--- src/rtl/nx_packer_pkg.sv ---
// Shared types and constants for the nexus outbound stream packer.
package nx_packer_pkg;

    localparam int WORD_WIDTH    = 32;
    localparam int PAYLOAD_WIDTH = 31;

    localparam logic TAG_CTRL = 1'b1;
    localparam logic TAG_MESH = 1'b0;

    localparam logic [7:0] KEEP_FULL = 8'hFF;
    localparam logic [7:0] KEEP_LOW  = 8'h0F;

    typedef enum logic {
        P_EMPTY = 1'b0,
        P_LOW   = 1'b1
    } pack_state_t;

    typedef enum logic {
        CTRL = 1'b0,
        MESH = 1'b1
    } grant_t;

    // Forms the {is_ctrl, payload} word the inbound decoder expects.
    function automatic logic [WORD_WIDTH-1:0] tag_word(input logic tag,
                                                       input logic [PAYLOAD_WIDTH-1:0] payload);
        return {tag, payload};
    endfunction

endpackage

--- src/rtl/nx_rr_arbiter.sv ---
// Two-way grant between the control and mesh streams.
// NX_PACKER_CTRL_PRIORITY_EN selects strict control priority instead of round-robin.
module nx_rr_arbiter
    import nx_packer_pkg::*;
(
    input  logic clk,
    input  logic rstn,
    input  logic i_ctrl_valid,
    input  logic i_mesh_valid,
    input  logic i_accept_ok,
    output logic o_ctrl_ready,
    output logic o_mesh_ready
);

    logic w_ctrl_sel;
    logic w_mesh_sel;

`ifdef NX_PACKER_CTRL_PRIORITY_EN
    // Control wins every tie; history is not needed.
    always_comb begin
        w_ctrl_sel = i_ctrl_valid;
        w_mesh_sel = i_mesh_valid && !i_ctrl_valid;
    end
`else
    grant_t r_last_grant;

    // On a tie the source that did not win last time is granted.
    always_comb begin
        w_ctrl_sel = 1'b0;
        w_mesh_sel = 1'b0;
        if (i_ctrl_valid && i_mesh_valid) begin
            if (r_last_grant == MESH) begin
                w_ctrl_sel = 1'b1;
            end else begin
                w_mesh_sel = 1'b1;
            end
        end else if (i_ctrl_valid) begin
            w_ctrl_sel = 1'b1;
        end else if (i_mesh_valid) begin
            w_mesh_sel = 1'b1;
        end else begin
            w_ctrl_sel = 1'b0;
            w_mesh_sel = 1'b0;
        end
    end

    // Grant history, updated on every accepted message.
    always_ff @(posedge clk or negedge rstn) begin
        if (!rstn) begin
            r_last_grant <= MESH;
        end else if (o_ctrl_ready) begin
            r_last_grant <= CTRL;
        end else if (o_mesh_ready) begin
            r_last_grant <= MESH;
        end
    end
`endif

    assign o_ctrl_ready = w_ctrl_sel && i_accept_ok;
    assign o_mesh_ready = w_mesh_sel && i_accept_ok;

endmodule

--- src/rtl/nx_ob_stream_packer.sv ---
// Packs tagged control/mesh messages two per 64-bit AXI4-stream beat, with packet framing
// and timeout flush of half-filled beats. Option: NX_PACKER_CTRL_PRIORITY_EN (strict priority).
module nx_ob_stream_packer
    import nx_packer_pkg::*;
#(
    parameter int AXI4_DATA_WIDTH = 64,
    parameter int AXI4_STRB_WIDTH = AXI4_DATA_WIDTH / 8,
    parameter int AXI4_ID_WIDTH   = 1,
    parameter int FLUSH_CYCLES    = 16,
    parameter int PKT_BEATS       = 8
) (
    input  logic                       clk,
    input  logic                       rstn,
    input  logic [30:0]                ctrl_ob_data_i,
    input  logic                       ctrl_ob_valid_i,
    output logic                       ctrl_ob_ready_o,
    input  logic [30:0]                mesh_ob_data_i,
    input  logic                       mesh_ob_valid_i,
    output logic                       mesh_ob_ready_o,
    output logic [AXI4_DATA_WIDTH-1:0] outbound_tdata,
    output logic [AXI4_STRB_WIDTH-1:0] outbound_tkeep,
    output logic [AXI4_STRB_WIDTH-1:0] outbound_tstrb,
    output logic [AXI4_ID_WIDTH-1:0]   outbound_tid,
    output logic                       outbound_tlast,
    output logic                       outbound_tvalid,
    input  logic                       outbound_tready
);

    localparam logic [7:0] FLUSH_LAST = 8'(FLUSH_CYCLES - 1);
    localparam logic [7:0] BEAT_LAST  = 8'(PKT_BEATS - 1);

    pack_state_t            r_state;
    pack_state_t            w_state_nxt;
    logic [WORD_WIDTH-1:0]  r_low_word;
    logic [7:0]             r_flush_cnt;
    logic [7:0]             r_beat_cnt;
    logic [7:0]             w_beat_cnt_nxt;
    logic [63:0]            r_tdata;
    logic [7:0]             r_tkeep;
    logic                   r_tlast;
    logic                   r_tvalid;

    logic                   w_out_free;
    logic                   w_accept_ok;
    logic                   w_ctrl_ready;
    logic                   w_mesh_ready;
    logic                   w_accept;
    logic                   w_handshake;
    logic                   w_load_full;
    logic                   w_load_flush;
    logic                   w_full_last;
    logic [WORD_WIDTH-1:0]  w_new_word;

    assign w_out_free  = !r_tvalid || outbound_tready;
    assign w_accept_ok = (r_state == P_EMPTY) || w_out_free;
    assign w_accept    = w_ctrl_ready || w_mesh_ready;
    assign w_handshake = r_tvalid && outbound_tready;
    assign w_new_word  = w_ctrl_ready ? tag_word(TAG_CTRL, ctrl_ob_data_i)
                                      : tag_word(TAG_MESH, mesh_ob_data_i);

    nx_rr_arbiter u_arb (
        .clk          (clk),
        .rstn         (rstn),
        .i_ctrl_valid (ctrl_ob_valid_i),
        .i_mesh_valid (mesh_ob_valid_i),
        .i_accept_ok  (w_accept_ok),
        .o_ctrl_ready (w_ctrl_ready),
        .o_mesh_ready (w_mesh_ready)
    );

    // Pack FSM: an accept in P_LOW always beats a pending flush.
    always_comb begin
        w_state_nxt  = r_state;
        w_load_full  = 1'b0;
        w_load_flush = 1'b0;
        case (r_state)
            P_EMPTY: begin
                if (w_accept) begin
                    w_state_nxt = P_LOW;
                end else begin
                    w_state_nxt = P_EMPTY;
                end
            end
            P_LOW: begin
                if (w_accept) begin
                    w_load_full = 1'b1;
                    w_state_nxt = P_EMPTY;
                end else if ((r_flush_cnt == FLUSH_LAST) && w_out_free) begin
                    w_load_flush = 1'b1;
                    w_state_nxt  = P_EMPTY;
                end else begin
                    w_state_nxt = P_LOW;
                end
            end
            default: begin
                w_state_nxt = P_EMPTY;
            end
        endcase
    end

    // The beat being loaded is numbered after the one leaving this cycle.
    always_comb begin
        w_beat_cnt_nxt = r_beat_cnt;
        if (w_handshake) begin
            if (r_tlast) begin
                w_beat_cnt_nxt = 8'd0;
            end else begin
                w_beat_cnt_nxt = r_beat_cnt + 8'd1;
            end
        end else begin
            w_beat_cnt_nxt = r_beat_cnt;
        end
    end

    assign w_full_last = (w_beat_cnt_nxt == BEAT_LAST);

    // Pack state, held lower word and idle/beat counters.
    always_ff @(posedge clk or negedge rstn) begin
        if (!rstn) begin
            r_state     <= P_EMPTY;
            r_low_word  <= 32'h0;
            r_flush_cnt <= 8'd0;
            r_beat_cnt  <= 8'd0;
        end else begin
            r_state    <= w_state_nxt;
            r_beat_cnt <= w_beat_cnt_nxt;
            if ((r_state == P_EMPTY) && w_accept) begin
                r_low_word  <= w_new_word;
                r_flush_cnt <= 8'd0;
            end else if ((r_state == P_LOW) && !w_accept && (r_flush_cnt != FLUSH_LAST)) begin
                r_flush_cnt <= r_flush_cnt + 8'd1;
            end
        end
    end

    // Output register: loads only when free, so a stalled beat is never disturbed.
    always_ff @(posedge clk or negedge rstn) begin
        if (!rstn) begin
            r_tdata  <= 64'h0;
            r_tkeep  <= 8'h00;
            r_tlast  <= 1'b0;
            r_tvalid <= 1'b0;
        end else if (w_load_full) begin
            r_tdata  <= {w_new_word, r_low_word};
            r_tkeep  <= KEEP_FULL;
            r_tlast  <= w_full_last;
            r_tvalid <= 1'b1;
        end else if (w_load_flush) begin
            r_tdata  <= {32'h0, r_low_word};
            r_tkeep  <= KEEP_LOW;
            r_tlast  <= 1'b1;
            r_tvalid <= 1'b1;
        end else if (w_handshake) begin
            r_tvalid <= 1'b0;
        end
    end

    assign ctrl_ob_ready_o = w_ctrl_ready;
    assign mesh_ob_ready_o = w_mesh_ready;
    assign outbound_tdata  = r_tdata;
    assign outbound_tkeep  = r_tkeep;
    assign outbound_tstrb  = r_tkeep;
    assign outbound_tlast  = r_tlast;
    assign outbound_tvalid = r_tvalid;
    assign outbound_tid    = {AXI4_ID_WIDTH{1'b0}};

endmodule

--- config.mk ---
export PLATFORM = sky130hd
export DESIGN_NAME = nx_ob_stream_packer
export DESIGN_NICKNAME = d
export VERILOG_FILES = /design/src/rtl/nx_packer_pkg.sv /design/src/rtl/nx_rr_arbiter.sv /design/src/rtl/nx_ob_stream_packer.sv
export SDC_FILE = /design/constraint.sdc
export NUM_CORES = 1
export LEC_CHECK = 0
export BUFFER_PORTS_ARGS = -buffer_cell sky130_fd_sc_hd__buf_2
export CORE_ASPECT_RATIO = 1.2
export CORE_MARGIN = 3
export CORE_UTILIZATION = 56
export DETAILED_ROUTE_END_ITERATION = 7
export PLACE_DENSITY_LB_ADDON = 0.3
export SLEW_MARGIN = 5
export SYNTH_ARGS = -nofsm -noshare
export SYNTH_HDL_FRONTEND = slang
export SYNTH_HIERARCHICAL = 1
export SYNTH_SLANG_ARGS = --single-unit
--- constraint.sdc ---
create_clock -name clk -period 3.3 [get_ports clk]
set_input_delay 0.165 -clock clk [delete_from_list [all_inputs] [get_ports clk]]
set_output_delay 0.165 -clock clk [all_outputs]
set_load 0.03 [all_outputs]
After elaboration in Yosys (flattened, before gate mapping)
Cells that the tools add are included.

Add/subtract/negate cells: 2. Equality and inequality tests: 3. Mux-type cells: 31. Bitwise gates (word level): 1. Reduce and logical (&&, ||, !) cells: 17.

Operators with widths (count): two-way mux 64 bit (2); two-way mux 8 bit (6); two-way mux 32 bit (1); two-way mux 1 bit (21); adder 8 x 1 -> 8 bit (second input constant) (2); equality test 8 x 3 -> 1 bit (second input constant) (1); equality test 8 x 4 -> 1 bit (second input constant) (1); logical AND 1 bit (8); inequality test 8 x 4 -> 1 bit (second input constant) (1); nonzero test 2 bit (3); logical OR 1 bit (3); nonzero test 3 bit (1); logical NOT 1 bit (2); case mux 1 bit (2 select lines) (1); inverter 1 bit (1).

Bits in registers: 124. Input port bits: 67. Output and inout port bits: 85. Logic and storage cells: 63.

Depth between registers and ports, before layout
Gate-level depths: netlist (run 1).

Depth after elaboration: 10. Mapped depth: 12. Depth with buffers taken out: 7.

Modules after synthesis
Netlist (run 1), hierarchy kept.

Modules (own cells, without submodules): nx_ob_stream_packer (times used 1, cells each 418, area an instance 5088.6 um^2, seq. area each 2927.8 um^2); nx_rr_arbiter (times used 1, cells each 8, area an instance 62.6 um^2, seq. area each 26.3 um^2).

Worst setup path after synthesis (run 1)
Ideal clock, no wire load.

Path type: register to register. Start: register r_tvalid, in the netlist outbound_tvalid. End: register r_low_word[3]. Setup time: 0.135 ns. Arrival: 2.500 ns. Data required time: 3.165 ns. Slack: 0.666 ns. Cell stages (with the launch flop): 11. Buffers on the path: 3. Period minus slack after synthesis: 2.634 ns. Cell sequence: dfrtp_1 nand3b_1 nand2_1 a21oi_1 buf_2 nor2_1 or2_2 clkbuf_1 clkbuf_1 nand2_1 o21ai_0.

Longest elaborated chain between the ends: 6. Elaborated cells between the ends (all ways): 8. Those cells by class: mux (1); reduce/logical (7).

Ends and longest elaborated chain: start, declared (line nx_ob_stream_packer.sv:41) `logic r_tvalid;`; start signal, assigned (line nx_ob_stream_packer.sv:142) `r_tvalid <= 1'b0;`; start signal, assigned (line nx_ob_stream_packer.sv:147) `r_tvalid <= 1'b1;`; start signal, assigned (line nx_ob_stream_packer.sv:152) `r_tvalid <= 1'b1;`; logical NOT 1 bit (*) (line nx_ob_stream_packer.sv:54) `assign w_out_free = !r_tvalid || outbound_tready;`; logical OR 1 bit (*) (line nx_ob_stream_packer.sv:54); logical OR 1 bit (*) (line nx_ob_stream_packer.sv:55) `assign w_accept_ok = (r_state == P_EMPTY) || w_out_free;`; named net w_accept_ok (line nx_ob_stream_packer.sv:44) `logic w_accept_ok;`; logical AND 1 bit (*) (line nx_rr_arbiter.sv:59) `assign o_ctrl_ready = w_ctrl_sel && i_accept_ok;`; named net ctrl_ob_ready_o (line nx_ob_stream_packer.sv:16) `output logic ctrl_ob_ready_o,`; logical OR 1 bit (line nx_ob_stream_packer.sv:56) `assign w_accept = w_ctrl_ready || w_mesh_ready;`; logical AND 1 bit (line nx_ob_stream_packer.sv:127) `if ((r_state == P_EMPTY) && w_accept) begin`; end signal, assigned (line nx_ob_stream_packer.sv:128) `r_low_word <= w_new_word;`; end, declared (line nx_ob_stream_packer.sv:34) `logic [WORD_WIDTH-1:0] r_low_word;`.

The timed path passes the listed nets; every way through them passes the cells marked *. A chain may end at the register's enable or synchronous reset.

Final worst setup path (run 1)
Start: register r_state. End: register r_low_word[22].

Longest elaborated chain between the ends: 5. Elaborated cells between the ends (all ways): 7. Those cells by class: mux (1); bitwise (1); reduce/logical (5).

Ends and longest elaborated chain: start, declared (line nx_ob_stream_packer.sv:32) `pack_state_t r_state;`; start signal, assigned (line nx_ob_stream_packer.sv:125) `r_state <= w_state_nxt;`; inverter 1 bit (*); logical OR 1 bit (*) (line nx_ob_stream_packer.sv:55); named net w_accept_ok (line nx_ob_stream_packer.sv:44); logical AND 1 bit, on equally long branches (line nx_rr_arbiter.sv:59, nx_rr_arbiter.sv:60); logical OR 1 bit (line nx_ob_stream_packer.sv:56); logical AND 1 bit (line nx_ob_stream_packer.sv:127).

Marked as above.

==> impl_metrics.json, run 1 <==
{
  "outcome": "completed",
  "drt_wl_total_um": 13200,
  "worst_slew_pin_slew_ns": 1.06,
  "synth_edf_count": 0,
  "synth_top_area_share_pct": 56.8,
  "rr_endpoint": "r_low_word[22]",
  "finalSetupViolCount": 0,
  "hp-start": "ctrl_ob_data_i[29]",
  "viasPerCell": 5.56,
  "hpwl_um": 7660,
  "core_mm2": 0.00875,
  "grt_pass1_wl_um": 22000,
  "cts_tree": "done",
  "io_buffer_count": 150,
  "skew_ns": 0.00689,
  "netlist_area_mm2": 0.00515,
  "cts_made_buffers": 17,
  "route.detailed.drc": 0,
  "clock_latency_ns": 0.52,
  "m1WireLength_um": 4910,
  "met2_length_um": 7000,
  "synth_cell_types": 51,
  "antenna_found_initial": 0,
  "grt_max_degree": 67,
  "synth_fp_nets": 495,
  "grt_setup_unrepaired": "no",
  "leakage_nw": 3.42,
  "grtUsageTotal_pct": 27.2,
  "yosys-top-cells-area": "dfrtp_1, mux2i_1, o2bb2ai_1",
  "timing.final.ws_setup_ns": 0.384,
  "holdPathStages": 3,
  "ctsResizeCount": 0,
  "diodes": 0,
  "drive_above_1_share_pct": 35.5,
  "htree_levels": 4,
  "ios": 152,
  "nNetsFinal": 691,
  "grt_overflow_total": 0,
  "fin_crit_ns": 2.92,
  "drtIter0Drc": 188,
  "cp_slowest_cell": "dlygate4sd3_1",
  "max_stage_delay_ns": 0.63,
  "wl_met3_um": 811,
  "dr_total_vias": 4172,
  "rows": 37,
  "rr_worst_depth": 7,
  "cp-startpoint": "r_state",
  "gp_congestion": 0.783,
  "start_kind": "flip-flop",
  "die_area_mm2": 0.0104,
  "async_flop_share_pct": 100,
  "critPathRequiredTime_ns": 3.64,
  "n_fill_cell": 474,
  "total_power_mw": 7.24,
  "synth-seq-area-share_pct": 57.3,
  "hold-path-endpoint": "r_low_word[29]",
  "r2r-start": "r_state",
  "clockBufferDepth": 2,
  "initial_core_util_pct": 58.9,
  "ant_nets": 0,
  "max_freq_mhz": 343,
  "dr.pass1.iters": 4,
  "die_y_um": 111,
  "maxCapViolCount": 0,
  "hold_viol": 0,
  "die_w_um": 93.6,
  "irDropWorstVdd_v": 0.000622,
  "crit_arrival_ns": 3.26,
  "drv_slew": 0,
  "path_cells": "nand3b_1 -> nand2_1 -> a21oi_4 -> buf_4 -> mux2i_1 -> dlygate4sd3_1 -> o21ai_0",
  "r2r_slack_ns": 0.38,
  "cp-end-kind": "flip-flop",
  "dp_slack_ns": 0.796,
  "path_class": "reg2reg",
  "synthFlopType": "dfrtp_1",
  "synth.avg_cell_area_um2": 12.1,
  "area_growth_pct": 37.8,
  "power_density_mw_per_mm2": 1020,
  "topRoutingLayerUsed": "met4",
  "hp-class": "in2reg",
  "clk_pin_slew_worst_paths_ns": 0.06,
  "fin_crit_sh_pct": 88.4,
  "tns_ns": 0,
  "slew_headroom_pct": 29.6,
  "synth-seq-cells": 118,
  "synth_top_cell_by_area": "dfrtp_1",
  "wl_per_cell_um": 17.6,
  "synth_warnings": 6,
  "root_buffer": "clkbuf_8",
  "synth_cells": 426,
  "critical_path.max_fanout": 23,
  "cts_num_sinks": 118,
  "hold_ws_ns": 0.0106,
  "grt_pass1_vias": 4550
}
==> cell families (layout without fill, tap and decap cells) <==
family / count (synthesis) / after routing / synth area share, %
buf+inv: 47 / 255 / 5.10
compound gates: 103 / 103 / 13.6
simple gates: 85 / 85 / 8.28
fa+ha+maj: 2 / 2 / 0.486
mux: 65 / 65 / 14.3
other cells: 1 / 1 / 0.0728
xor+xnor: 5 / 5 / 0.850
flops: 118 / 118 / 57.3
==> flip-flops by register name (all words and copies together) (netlist names) <==
signal	count
r_state	1
r_beat_cnt	8
r_flush_cnt	8
outbound_tvalid	1
outbound_tkeep	2
outbound_tlast	1
u_arb/r_last_grant	1
outbound_tdata	64
r_low_word	32
==> metrics by stage <==
| step | cells | util, % | cell area, µm² |
|---|---|---|---|
| after floorplan | 426 | - | 5150 |
| after global placement | 655 | 67.2 | 5880 |
| after detailed placement | 655 | 67.2 | 5880 |
| after CTS | 751 | 81.1 | 7100 |
| after global routing | 751 | 81.1 | 7100 |
| final | 751 | 81.1 | 7100 |
==> what timing repair did <==
action                                 CTS  global route
hold buffers                            65             0
endpoints found under the hold margin  102             0
buffers inserted                         0             0
==> cells in the mapped netlist (2+ instances only) <==
library cell,count
mux2_4,12
a22o_1,2
buf_2,6
buf_6,3
o21ai_0,45
nor2_1,10
nor2b_1,2
o2bb2ai_1,31
nand3_1,5
mux2_2,19
xnor2_1,5
nand2b_1,4
clkbuf_1,17
and3_1,6
and4_1,3
dfrtp_1,117
buf_1,2
a211o_1,2
nor3b_1,2
nand2_1,43
o211ai_1,2
buf_4,15
or2_2,2
mux2i_1,32
ha_1,2
mux2_1,2
inv_1,4
a21oi_1,7
a2111oi_0,2
==> area by class of cell <==
cell class / instances / area [µm²] / share of cell area, %
Timing Repair Buffer: 220 / 1450 / 20.5
Clock buffer: 22 / 473 / 6.66
Clock inverter: 9 / 100 / 1.41
Tap cell: 117 / 146 / 2.06
Multi-Input combinational cell: 261 / 1960 / 27.6
Inverter: 4 / 15.0 / 0.211
Sequential cell: 118 / 2950 / 41.6
==> worst max-delay path by stage <==
stage | to | slack [ns] | depth (start not counted)
6_report | r_low_word[22] | 0.38 | 7
5_1_grt | r_low_word[22] | 0.22 | 7
4_1_cts | r_low_word[11] | 0.52 | 7
3_5_place_dp | r_low_word[9] | 0.80 | 7
3_3_place_gp | r_low_word[21] | 0.90 | 7
2_1_floorplan | r_low_word[3] | 0.67 | 10
==> worst max-delay path, delay by kind of cell, from the launching register on <==
kind / cells / cell delay [ns]
AO/OA/AOI/OAI: 2 / 0.57
buffers and inverters: 2 / 1.12
flip-flops: 1 / 0.47
multiplexers: 1 / 0.30
AND/OR/NAND/NOR: 2 / 0.26
==> layout by cell type, fill, tap and decap left out, drive strengths merged, types with 2 or more instances in the layout <==
| cell type | netlist | final |
|---|---|---|
| a2111oi | 3 | 3 |
| a211o | 2 | 2 |
| a21oi | 8 | 8 |
| a22o | 2 | 2 |
| and3 | 6 | 6 |
| and4 | 3 | 3 |
| buf | 26 | 155 |
| bufinv | 0 | 2 |
| clkbuf | 17 | 22 |
| clkinv | 0 | 5 |
| clkinvlp | 0 | 2 |
| dfrtp | 117 | 117 |
| dlygate4sd3 | 0 | 65 |
| ha | 2 | 2 |
| inv | 4 | 4 |
| mux2 | 33 | 33 |
| mux2i | 32 | 32 |
| nand2 | 43 | 43 |
| nand2b | 4 | 4 |
| nand3 | 5 | 5 |
| nor2 | 10 | 10 |
| nor2b | 2 | 2 |
| nor3b | 2 | 2 |
| o211ai | 2 | 2 |
| o21ai | 46 | 46 |
| o2bb2ai | 31 | 31 |
| or2 | 2 | 2 |
| xnor2 | 5 | 5 |
==> power by group <==
part | switching [mW] | internal (mW)
logic | 1.81 | 1.13
clock network | 0.630 | 1.14
registers | 0.434 | 2.10
==> metal layers <==
layer  vias up  global-route usage [%]
met5         -                       0
met4         0                    13.7
met3        44                    8.35
met2       162                    45.9
met1      2051                    30.9
li1       1915                       -
No activity file was read; power rests on OpenSTA's default activity.
==> run 2, diff against run 1 <==
--- a/config.mk
+++ b/config.mk
@@ -12,4 +12,5 @@
 export DETAILED_ROUTE_END_ITERATION = 7
 export PLACE_DENSITY_LB_ADDON = 0.3
+export SKIP_LAST_GASP = 1
 export SLEW_MARGIN = 5
 export SYNTH_ARGS = -nofsm -noshare
==> constraint.sdc (replaced) <==
create_clock -name clk -period 3.3 [get_ports clk]
set_input_delay 0.33 -clock clk [delete_from_list [all_inputs] [get_ports clk]]
set_output_delay 0.33 -clock clk [all_outputs]
set_load 0.03 [all_outputs]
==> run 2 against run 1 <==
First-iteration DRC count is 3.7% higher. Critical path depth stayed put. Setup slack better by 0.28 ns. Clock skew is 0.0035 ns higher. Non-clock buffer count is 64 lower. Register-to-register slack better by 0.28 ns. Power is 0.70% higher. Hold slack better by 0.086 ns. Routed wire length is 9.7% lower. Critical endpoint is now r_low_word[20].
==> impl_metrics.json, run 2 (synthesis gave the netlist of run 1 again) <==
{
  "maxCapViolCount": 0,
  "die_area_mm2": 0.0104,
  "htree_levels": 4,
  "post_cts_buffers": 0,
  "hold_viol": 0,
  "wl_per_cell_um": 17.3,
  "route.detailed.drc": 0,
  "fin_crit_sh_pct": 79.8,
  "total_power_mw": 7.29,
  "grt_setup_unrepaired": "no",
  "largest_register_ffs": 64,
  "area_growth_pct": 26.8,
  "multi_input_area_mm2": 0.00196,
  "initial_core_util_pct": 58.9,
  "outcome": "completed",
  "path_class": "reg2reg",
  "gr-usage-met2_pct": 41.8,
  "start_kind": "flip-flop",
  "core_mm2": 0.00875,
  "path_common_cell": "nand2_1",
  "clock_latency_ns": 0.51,
  "grt_overflow_total": 0,
  "layout_common_cells": "buf_2, dfrtp_1, o21ai_0",
  "critical_path.max_fanout": 66,
  "rows": 37,
  "final_common_cell": "buf_2",
  "max_freq_mhz": 380,
  "leakage_nw": 3.18,
  "max_stage_delay_ns": 0.70,
  "ios": 152,
  "tns_ns": 0,
  "diodes": 0,
  "grt_pass1_vias": 4009,
  "path_cells": "nand3b_1 -> nand2_1 -> a21oi_4 -> nor2_1 -> or2_2 -> nand2_1 -> o21ai_0",
  "power_density_mw_per_mm2": 1120,
  "clockBufferDepth": 2,
  "grt_use_met3_pct": 7.06,
  "hpwl_um": 7820,
  "dr.pass1.iters": 4,
  "cts_made_buffers": 17,
  "root_buffer": "clkbuf_8",
  "n_fill_cell": 591,
  "finalSetupViolCount": 0,
  "io_buffer_count": 150,
  "dr_total_vias": 3796,
  "clk_pin_slew_worst_paths_ns": 0.06,
  "drv_slew": 0,
  "antenna_found_initial": 0,
  "grtUsageMet1_pct": 27.9,
  "worst_slew_pin_slew_ns": 1.08,
  "cp_slowest_cell": "or2_2",
  "hp-class": "in2reg",
  "crit_arrival_ns": 2.97,
  "drtIter0Drc": 195,
  "slew_headroom_pct": 28.2,
  "nNetsFinal": 627,
  "gp_congestion": 0.786,
  "grtUsageTotal_pct": 24.2,
  "critPathRequiredTime_ns": 3.64,
  "grt_max_degree": 70,
  "top_usage_layer": "met2",
  "ant_nets": 0,
  "cts_num_sinks": 118,
  "viasPerCell": 5.52,
  "skew_ns": 0.0104,
  "drt_wl_total_um": 11900,
  "grt_pass1_wl_um": 19500,
  "die_w_um": 93.6,
  "cts_tree": "done",
  "drive_above_1_share_pct": 39.6,
  "fin_crit_ns": 2.63,
  "regArea_mm2": 0.00295,
  "irDropWorstVdd_v": 0.000589,
  "die_y_um": 111,
  "cp-end-kind": "flip-flop"
}
-- run 2: cell types whose count changed in the layout (fill, tap and decap cells not counted), sizes merged --
cell,previous run,this run
bufinv,2,5
clkbuf,22,20
clkinv,5,4
clkinvlp,2,3
dlygate4sd3,65,1
-- run 2: area by class of cell --
type / instances / area share [%]
sequential: 118 / 45.2
multi-input combinational: 261 / 30.0
timing repair buffer: 156 / 12.5
clock buffer: 20 / 6.82
clock inverter: 12 / 3.07
tap: 117 / 2.24
inverter: 4 / 0.230
-- run 2: timing repair --
action,CTS,global route
hold buffers,1,0
gates resized for setup,0,0
hold endpoints to repair,66,0
-- run 2: path summary, 6_finish.rpt --
check | from | to | slack, ns | cells after the start
max | r_state | r_low_word[20] | 0.67 | 7
min | mesh_ob_valid_i | u_arb/r_last_grant | 0.1 | 3
max reg2reg | r_state | r_low_word[20] | 0.67 | 7
min reg2reg | r_low_word[10] | r_low_word[10] | 0.48 | 2
max in group asynchronous | rstn | r_low_word[10] | 1.94 | 3
min in group asynchronous | rstn | outbound_tdata[31] | 0.48 | 2
-- run 2: stage by stage --
| stage | instance area (µm²) | std cells | setup WS, ns | util [%] | hold WS [ns] |
|---|---|---|---|---|---|
| final | 6530 | 688 | 0.667 | 74.6 | 0.0969 |
| after global routing | 6530 | 688 | 0.442 | 74.6 | 0.108 |
| after CTS | 6530 | 688 | 0.656 | 74.6 | 0.0695 |
| after detailed placement | 5880 | 655 | 0.696 | 67.2 | 0.467 |
| after global placement | 5880 | 655 | 0.831 | 67.2 | 0.457 |
| after floorplan | 5150 | 426 | 0.666 | - | 0.0344 |
-- run 2: per-layer routing --
| layer | up-vias | part of all wire [%] |
|---|---|---|
| met5 | - | 0 |
| met4 | 0 | 2.0 |
| li1 | 1778 | - |
| met2 | 118 | 53 |
| met3 | 21 | 5.9 |
| met1 | 1879 | 39 |
-- run 2: critical path, delay by kind of cell (launching register included) --
family / cells / cell delay (ns)
DFF: 1 / 0.46
AOI/OAI and AO/OA: 2 / 0.62
and+or+nand+nor: 5 / 1.36
-- run 2: power breakdown --
part,switching [mW],leakage [nW],internal (mW)
sequential,0.413,1.46,2.10
combinational,1.78,1.41,1.02
clock,0.637,0.307,1.34
==> run 3, diff against run 2 <==
Settings changed: ABC_AREA set to 1, CORE_UTILIZATION 56 to 47.
Clock period 3.3 ns to 2.23 ns, I/O delays scaled along.
==> run 3 against run 2 <==
Hold slack improved by 0.046 ns. Die area increased by 19%. Setup slack got worse by 0.38 ns. Maximum frequency increased by 36%. Global-route usage decreased by 3.6 points. Final area increased by 1.9%. Via count increased by 14%. Sequential power increased by 42%. Routed wire length increased by 1.4%. Sequential share of layout area decreased by 0.86 points.
==> impl_metrics.json, run 3 <==
{
  "outcome": "completed",
  "die_w_um": 102,
  "timing.final.ws_setup_ns": 0.287,
  "drive_above_1_share_pct": 28.6,
  "wl_per_cell_um": 13.9,
  "slew_headroom_pct": 57.5,
  "cts_num_sinks": 118,
  "htree_levels": 4,
  "tns_ns": 0,
  "critPathRequiredTime_ns": 2.54,
  "antenna_found_initial": 0,
  "hp-class": "in2reg",
  "viasPerCell": 4.97,
  "grt_setup_unrepaired": "no",
  "hold_viol": 0,
  "ant_nets": 0,
  "grtUsageTotal_pct": 20.5,
  "layout_common_cells": "nand2_1, buf_2, dfrtp_1",
  "maxCapViolCount": 0,
  "path_cells": "nand3_1 -> nand2_1 -> inv_2 -> nand2_2 -> inv_1 -> nor2_4 -> nor2_2 -> inv_2 -> o21ai_2 -> inv_4 -> buf_4 -> nand2_1 -> o21ai_1",
  "cts_made_buffers": 17,
  "m1WireLength_um": 5200,
  "async_flop_share_pct": 100,
  "synth_cells": 593,
  "synth_cell_types": 28,
  "max_freq_mhz": 515,
  "synth_most_common_cell": "nand2_1",
  "area_growth_pct": 28.0,
  "max_stage_delay_ns": 0.42,
  "initial_core_util_pct": 48.7,
  "grt_pass1_vias": 4317,
  "yosys-top-cells-area": "dfrtp_1, nand2_1, a22o_1",
  "cp-end-kind": "flip-flop",
  "irDropWorstVdd_v": 0.000837,
  "route.detailed.drc": 0,
  "grt_overflow_total": 0,
  "fin_crit_sh_pct": 87.1,
  "worst_slew_pin_slew_ns": 0.638,
  "drtIter0Drc": 206,
  "clk_pin_slew_worst_paths_ns": 0.05,
  "start_kind": "flip-flop",
  "leakage_nw": 3.62,
  "drv_slew": 0,
  "critical_path.max_fanout": 16,
  "synthTopCellsByCount": "nand2_1, dfrtp_1, inv_1, o21ai_0, a22o_1",
  "skew_ns": 0.00950,
  "wl_met3_um": 749,
  "netlist_area_mm2": 0.00520,
  "core_mm2": 0.0107,
  "io_buffer_count": 150,
  "dr.pass1.iters": 4,
  "clockBufferDepth": 2,
  "ios": 152,
  "dr_total_vias": 4337,
  "holdPathStages": 5,
  "rows": 41,
  "dp_slack_ns": 0.201,
  "synth_top_cell_by_area": "dfrtp_1",
  "crit_arrival_ns": 2.25,
  "power_density_mw_per_mm2": 1610,
  "gp_congestion": 0.830,
  "hp-start": "mesh_ob_valid_i",
  "path_class": "reg2reg",
  "synth.avg_cell_area_um2": 8.77,
  "critPathTopFamily": "buffers and inverters",
  "grt_max_degree": 119,
  "cp_slowest_cell": "dfrtp_1",
  "synth_edf_count": 0,
  "synth_warnings": 6,
  "synth_fp_nets": 662,
  "clock_latency_ns": 0.40,
  "die_area_mm2": 0.0124,
  "r2r-start": "outbound_tvalid",
  "grt_pass1_wl_um": 20100,
  "synth-seq-cells": 118,
  "topRoutingLayerUsed": "met4",
  "synthFlopType": "dfrtp_1",
  "met2_length_um": 5940,
  "root_buffer": "clkbuf_16",
  "die_y_um": 121,
  "finalSetupViolCount": 0,
  "diodes": 0,
  "hold-path-endpoint": "u_arb/r_last_grant",
  "worstPathBufferInverterCount": 5,
  "nNetsFinal": 801,
  "fin_crit_ns": 1.94,
  "synth_top_area_share_pct": 56.3,
  "hpwl_um": 8300,
  "cts_tree": "done",
  "drt_wl_total_um": 12100,
  "final_common_cell": "nand2_1",
  "synth-seq-area-share_pct": 56.8,
  "rr_worst_depth": 13,
  "r2r_slack_ns": 0.29,
  "largest_register_ffs": 64,
  "rr_endpoint": "outbound_tdata[28]"
}
run 3: cell count changes in the layout (fill, tap and decap cells not counted), sizes merged, moves of 5 or more:
cell,change
a22o,+30
mux2i,-32
buf,+6
o2bb2ai,-31
nor2,+16
xnor2,-5
mux2,-33
inv,+62
and3,-6
o21ai,+23
nand3,+6
nand2,+167
run 3: area by class of cell:
type | count | area [µm²]
fillers | 932 | 4010
flip-flops and latches | 118 | 2950
multi-input cells | 368 | 1760
repair buffers | 162 | 908
clock buffers | 19 | 453
inverters | 65 | 246
clock inverters | 12 | 176
well taps | 129 | 161
run 3: power by group:
part / switching [mW] / total [mW] / internal [mW] / leakage (nW)
sequential: 0.506 / 3.57 / 3.06 / 1.49
clock: 0.938 / 2.86 / 1.92 / 0.305
combinational: 2.93 / 4.26 / 1.33 / 1.83
total: 4.37 / 10.7 / 6.32 / 3.62
run 3: tightest hold or removal path, stage by stage:
cell	delay, ns
buf_2	0.11
nand2_2	0.06
nand2_2	0.05
nand2_1	0.05
inv_1	0.03
run 3: kinds of logic after synthesis:
group                      synth area share, %
DFF                                       56.8
AOI/OAI and AO/OA                         13.5
xor gates and xnor gates                 0.168
other                                   0.0721
adders and majority gates                0.481
buffers and inverters                     9.62
and+or+nand+nor                           19.3
run 3: repair_timing:
item | 4_1_cts | 5_1_grt
setup buffers | 0 | 0
gates resized for setup | 0 | 2
endpoints found under the hold margin | 117 | 0
hold buffers | 1 | 0
endpoints found under the setup margin | 0 | 2
run 3: worst max path at each step:
stage | slack [ns] | from | endpoint | depth (start not counted)
6_report | 0.29 | outbound_tvalid | outbound_tdata[28] | 13
5_1_grt | 0.05 | outbound_tvalid | r_flush_cnt[6] | 12
4_1_cts | 0.15 | outbound_tvalid | outbound_tdata[28] | 13
3_5_place_dp | 0.20 | outbound_tvalid | outbound_tdata[28] | 13
3_3_place_gp | 0.30 | outbound_tvalid | outbound_tdata[0] | 13
2_1_floorplan | 0.02 | outbound_tvalid | outbound_tdata[14] | 15
run 3: stage by stage:
| stage | instance area (µm²) | hold WS (ns) | util [%] | cells | power (mW) |
|---|---|---|---|---|---|
| after floorplan | 5200 | -0.0726 | - | 593 | 6.60 |
| after global placement | 6020 | 0.361 | 56.4 | 841 | 7.75 |
| after detailed placement | 6020 | 0.367 | 56.4 | 841 | 7.86 |
| after CTS | 6660 | 0.121 | 62.4 | 873 | 10.8 |
| after global routing | 6660 | 0.156 | 62.4 | 873 | 11.4 |
| final | 6660 | 0.143 | 62.4 | 873 | 10.7 |
run 3: metal layers:
| layer | GRT usage, % | up-vias |
|---|---|---|
| met5 | 0 | - |
| met4 | 7.79 | 0 |
| met3 | 5.75 | 13 |
| met2 | 32.6 | 131 |
| met1 | 26.7 | 2047 |
| li1 | - | 2146 |
